===== src/rtl/dma_apb_regfile.sv =====
// dma_apb_regfile: NUM_CH-channel DMA register bank behind an APB slave (write zero-wait, read one wait state, PSLVERR, strobes, W1C status, irq)
module dma_apb_regfile #(
  parameter int NUM_CH     = 4,
  parameter int DATA_WIDTH = 32,
  parameter int ADDR_WIDTH = 12,
  parameter int STRB_WIDTH = DATA_WIDTH/8
) (
  input  logic                           clk,
  input  logic                           reset,
  input  logic [ADDR_WIDTH-1:0]          PADDR,
  input  logic                           PSEL,
  input  logic                           PENABLE,
  input  logic                           PWRITE,
  input  logic [DATA_WIDTH-1:0]          PWDATA,
  input  logic [STRB_WIDTH-1:0]          PSTRB,
  output logic [DATA_WIDTH-1:0]          PRDATA,
  output logic                           PREADY,
  output logic                           PSLVERR,
  output logic [NUM_CH*8*DATA_WIDTH-1:0] cfg_regs,
  output logic [NUM_CH*8-1:0]            wr_pulse,
  input  logic [NUM_CH-1:0]              hw_done,
  input  logic [NUM_CH*3-1:0]            hw_status_set,
  input  logic [NUM_CH-1:0]              hw_upd_valid,
  input  logic [NUM_CH*3*DATA_WIDTH-1:0] hw_upd_data,
  output logic [NUM_CH-1:0]              irq
);
  localparam int CB = NUM_CH > 1 ? $clog2(NUM_CH) : 1;
  typedef enum logic [1:0] {IDLE, W_ACC, R_WAIT, R_ACC} state_t;
  state_t state, state_nx;
  logic [CB+2:0] idx;
  logic [31:0] ch_full;
  logic [DATA_WIDTH-1:0] rsel;
  logic en_sel, addr_err, err, we, pslverr_q;
  function automatic logic [DATA_WIDTH-1:0] merge(input logic [DATA_WIDTH-1:0] old);
    merge = old;
    for (int i = 0; i < STRB_WIDTH; i++)
      if (PSTRB[i]) merge[8*i +: 8] = PWDATA[8*i +: 8];
  endfunction
  assign idx      = {PADDR[8+CB-1:8], PADDR[4:2]};
  assign ch_full  = 32'(PADDR[ADDR_WIDTH-1:8]);
  assign rsel     = cfg_regs[{idx, 5'd0} +: DATA_WIDTH];
  assign en_sel   = cfg_regs[{PADDR[8+CB-1:8], 8'd0}];
  assign addr_err = ch_full >= 32'(NUM_CH) || |PADDR[7:5] || |PADDR[1:0];
  assign err      = addr_err || (PWRITE && PADDR[4:2] >= 3'd4 && PADDR[4:2] != 3'd7 && en_sel);
  assign we       = state == W_ACC && PSEL && PENABLE && !err;
  assign PREADY   = state == W_ACC || state == R_ACC;
  assign PSLVERR  = (state == W_ACC && err) || pslverr_q;
  always_comb
    state_nx = state == IDLE && PSEL && !PENABLE ? (PWRITE ? W_ACC : R_WAIT)
             : state == R_WAIT && PSEL ? R_ACC : IDLE;
  always_ff @(posedge clk or posedge reset)
    if (reset) begin
      state     <= IDLE;
      PRDATA    <= '0;
      pslverr_q <= 1'b0;
      wr_pulse  <= '0;
    end else begin
      state     <= state_nx;
      pslverr_q <= state == R_WAIT && PSEL && err;
      wr_pulse  <= we ? {{(NUM_CH*8-1){1'b0}}, 1'b1} << idx : '0;
      if (state == R_WAIT && PSEL)
        PRDATA <= err ? '0 : rsel & (PADDR[4:2] == 3'd0 ? DATA_WIDTH'(1) : {DATA_WIDTH{1'b1}});
    end
  for (genvar c = 0; c < NUM_CH; c++) begin : g_ch
    logic en, stop, irq_q;
    logic [2:0] st, ie, clr;
    logic [DATA_WIDTH-1:0] ctrl, src, dst, xs, link;
    logic [7:0] w;
    assign w   = we && ch_full == c ? 8'd1 << PADDR[4:2] : 8'd0;
    assign clr = w[1] && PSTRB[0] ? PWDATA[2:0] : 3'd0;
    always_ff @(posedge clk or posedge reset)
      if (reset) begin
        en    <= 1'b0;
        stop  <= 1'b0;
        st    <= '0;
        ie    <= '0;
        ctrl  <= '0;
        src   <= '0;
        dst   <= '0;
        xs    <= '0;
        link  <= '0;
        irq_q <= 1'b0;
      end else begin
        en    <= w[0] && PSTRB[0] ? PWDATA[0] : en && !hw_done[c];
        stop  <= w[0] && PSTRB[0] && PWDATA[1];
        st    <= (st & ~clr) | hw_status_set[3*c +: 3];
        ie    <= w[2] && PSTRB[0] ? PWDATA[2:0] : ie;
        ctrl  <= w[3] ? merge(ctrl) : ctrl;
        src   <= w[4] ? merge(src) : hw_upd_valid[c] ? hw_upd_data[DATA_WIDTH*(3*c) +: DATA_WIDTH] : src;
        dst   <= w[5] ? merge(dst) : hw_upd_valid[c] ? hw_upd_data[DATA_WIDTH*(3*c+1) +: DATA_WIDTH] : dst;
        xs    <= w[6] ? merge(xs) : hw_upd_valid[c] ? hw_upd_data[DATA_WIDTH*(3*c+2) +: DATA_WIDTH] : xs;
        link  <= w[7] ? merge(link) & ~DATA_WIDTH'(3) : link;
        irq_q <= |(st & ie);
      end
    assign irq[c] = irq_q;
    assign cfg_regs[DATA_WIDTH*(8*c+0) +: DATA_WIDTH] = DATA_WIDTH'({stop, en});
    assign cfg_regs[DATA_WIDTH*(8*c+1) +: DATA_WIDTH] = DATA_WIDTH'(st);
    assign cfg_regs[DATA_WIDTH*(8*c+2) +: DATA_WIDTH] = DATA_WIDTH'(ie);
    assign cfg_regs[DATA_WIDTH*(8*c+3) +: DATA_WIDTH] = ctrl;
    assign cfg_regs[DATA_WIDTH*(8*c+4) +: DATA_WIDTH] = src;
    assign cfg_regs[DATA_WIDTH*(8*c+5) +: DATA_WIDTH] = dst;
    assign cfg_regs[DATA_WIDTH*(8*c+6) +: DATA_WIDTH] = xs;
    assign cfg_regs[DATA_WIDTH*(8*c+7) +: DATA_WIDTH] = link;
  end
endmodule


===== config.mk =====
export PLATFORM = sky130hd
export DESIGN_NAME = dma_apb_regfile
export DESIGN_NICKNAME = d
export VERILOG_FILES = /design/src/rtl/dma_apb_regfile.sv
export SDC_FILE = /design/constraint.sdc
export NUM_CORES = 2
export LEC_CHECK = 0
export ABC_CLOCK_PERIOD_IN_PS = 25300
export BUFFER_PORTS_ARGS = -buffer_cell sky130_fd_sc_hd__clkbuf_2
export CORE_AREA = 5 5 597 599
export CTS_CLUSTER_DIAMETER = 100
export DETAILED_ROUTE_END_ITERATION = 10
export DIE_AREA = 0 0 602 604
export PLACE_DENSITY = 0.4
export SLEW_MARGIN = 40
export SYNTH_ARGS = -nofsm -noshare
export SYNTH_HDL_FRONTEND = slang
export SYNTH_SLANG_ARGS = --single-unit

===== constraint.sdc =====
create_clock -name clk -period 25.3 [get_ports clk]
set_clock_uncertainty 0.15 [all_clocks]
set_input_delay 5.06 -clock clk [delete_from_list [all_inputs] [get_ports clk]]
set_output_delay 5.06 -clock clk [all_outputs]
set_load 0.1 [all_outputs]

==> key figures <==
Power
  – Cell area power density: 77.5 mW/mm^2
  – Leakage: 24.6 nW
  – Maximum vdd drop: 47.0 uV

Critical path
  – CP endpoint kind: output port
  – Worst path required time: 20090 ps
  – Critical path startpoint: PADDR[2]
  – Worst Setup Start Kind: input pin
  – Critical path data arrival time: 7240 ps
  – Maximum fanout along the worst path: 39
  – Top delay family on crit path: simple AND/OR/NAND/NOR gates
  – R2R Path Start: g_ch[0].en
  – CP bufs+invs: 2
  – Critical path cell sequence: buf_8 > nand2_1 > and4_4 > or2_2 > a31o_2 > clkbuf_2
  – CP Class: in2out
  – Crit-path max cell delay: 420 ps
  – Slowest stage cell, crit path: or2_2

Routing
  – Residual DRC count: 0
  – ANT nets after route: 0
  – TritonRoute pass-1 iters: 7
  – Routed wire length: 347000 um
  – Total number of vias: 35768
  – WL per Instance: 36.9 um
  – Vias/cell: 3.80
  – DR iter-0 viols: 3764

CTS
  – Clk_lat worst skew: 850 ps
  – Maximum root-to-sink buffer count: 4
  – CTS buffer count: 109
  – Post-CTS setup buffers: 0
  – CTS tree: yes
  – CTS Root Cell: clkbuf_16
  – Clock sink count: 735
  – H-tree levels: 3
  – Post-CTS sizing: 0
  – Worst-path clk slew: 60 ps
  – Post-CTS Hold Fix Bufs: 0

Floorplan
  – Number of placement rows: 218
  – Die area: 0.364 sq mm
  – Die H: 604 um
  – Starting Density: 10.8%
  – Core ar.: 0.351 sq mm
  – Ports: 1551
  – Die width: 602 um

Yosys
  – Seq cells post-synth: 735
  – Mapped Area: 0.0380 sq mm
  – Synth unique cells: 61
  – Area leader, netlist: dfrtp_1
  – Most numerous cell in the Yosys netlist: dfrtp_1
  – Synth top cells by count: 735 x dfrtp_1, 380 x buf_4, 375 x o22ai_1
  – Async S/R FF share, synth: 100%
  – Post-synth EDFFs: 0
  – Post-Synthesis Cells: 3461
  – Sequential-to-total area share from yosys stat: 48.3%
  – Synth top area share: 48.3%
  – Syn_area_per_cell: 11.0 sq um
  – Synth Flop Type: dfrtp_1
  – Synth Warn #: 0
  – Ranking of synthesized cells by area: dfrtp_1 48%, mux4_2 9.3%, mux2_2 7.9%

STA
  – Final setup TNS: 0 ps
  – Rel. slew slack: 40.0%
  – Period utilisation layout: 49.2%
  – Finish-stage setup viols: 0
  – Worst-margin pin slew: 875 ps
  – Crit path time final: 12450 ps
  – Final Hold Slack: 359 ps
  – FMAX: 0.0803 GHz
  – Final-report max-slew violation count: 0
  – Hold Violations, Final: 0
  – RSZ-0062 raised after global routing: false

Min path
  – HP Class: reg2reg
  – Hold wc startpoint: PRDATA[2]

Place
  – IO Port Bufs: 1190
  – Detailed Place HPWL: 285000 um
  – GP Congestion: 0.916

Run
  – # Max-Cap Violations: 0

Layout
  – Layout Nets: 5107
  – Area of the multi-input gates: 0.0164 sq mm
  – Area Growth Syn to Fin: 38.2%
  – Storage element area: 0.0184 sq mm
  – Number of fill cells: 39672
  – Layout cells sized above 1: 42.4%

GRT
  – First-pass GRT wire length: 428000 um
  – Vias in the first global route: 35122
  – GR Overflow Total: 0
  – Largest net degree at the start of global routing: 130
  – Antenna violations before repair: 154
  – GR Util All Layers: 18.2%

Outcome
  – Status: complete, no violations
## path summary, 6_finish.rpt
path,endpoint,slack [ps],depth (start not counted)
max in group asynchronous,g_ch[0].src[16],17860,8
hold / removal,PRDATA[2],360,2
hold reg to reg,PRDATA[2],360,2
setup / recovery,PSLVERR,12850,6
setup reg to reg,g_ch[2].ctrl[22],20940,6
min in group asynchronous,g_ch[0].irq_q,4030,2
## through the flow
stage	utilization, %	instance area (sq um)	std cells	power (mW)	setup slack [ps]
global placement	13.8	48400	9148	2.50	12740
detailed placement	13.9	48700	9156	2.50	12790
finish	15.0	52600	9412	4.08	12850
CTS	14.9	52300	9351	4.15	12780
floorplan	-	39400	3820	2.17	10020
global route	15.0	52500	9385	4.20	12690
## worst reg2reg max path, stage by stage (launching register included)
cell and delay, ps:
dfrtp_1 590, mux4_2 550, and4_4 350, or3_2 800, nor2_8 690, nand3_2 640
mux2_2 480
## flip-flops by register name, summed over array words and instances, names as in the netlist, 2 cells and up
signal	cells
g_ch.irq_q	4
g_ch.dst	128
g_ch.stop	4
g_ch.ie	12
g_ch.xs	128
g_ch.ctrl	128
PRDATA	32
g_ch.en	4
g_ch.src	128
wr_pulse	32
g_ch.link	120
state	2
g_ch.st	12
## power breakdown
part	switching [mW]	leakage [nW]	internal [mW]
logic	0.964	13.7	0.167
clock network	0.656	1.80	0.950
registers	0.109	9.11	1.23
total	1.73	24.6	2.35
## kinds of logic after synthesis
logic type	synth area share, %
buffers and inverters	12.7
flip-flops	48.3
other	0.00986
multiplexers	19.3
AO/OA/AOI/OAI	13.1
AND/OR/NAND/NOR	6.58
## cell usage in the layout (no fill, tap or decap), types with 13 or more instances in the layout
cell type	synthesis	layout
mux4_2	157	157
clkinv_2	0	22
mux2i_1	70	64
nand2_1	152	144
o21ai_1	32	23
clkbuf_4	0	33
nor3_1	16	13
o21ai_0	17	17
clkbuf_8	0	16
inv_1	300	298
nand3_2	12	13
dfrtp_1	735	735
diode_2	0	58
nor2_1	228	224
a22o_1	29	29
o22ai_1	375	375
nand3_1	18	17
o221ai_1	32	32
clkbuf_1	117	15
a21oi_1	292	292
clkbuf_16	0	109
nand2b_1	27	18
mux2_2	267	267
buf_4	380	91
nor2_4	8	13
clkbuf_2	0	1152
conb_1	1	360
## routing by layer
metal,global-route usage (%),routed length (um)
met5,0,550
met4,5.58,12100
met3,5.02,27600
met2,30.9,168000
met1,22.4,139000
## cell type report
class / count / share of cell area, %
clock inverter: 56 / 1.25
multi-input combinational: 2198 / 31.1
inverter: 304 / 2.19
tap: 4620 / 11.0
antenna: 58 / 0.276
clock buffer: 139 / 5.69
timing repair buffer: 1302 / 13.5
sequential: 735 / 35.0
Power figures use the tool's default switching activity.
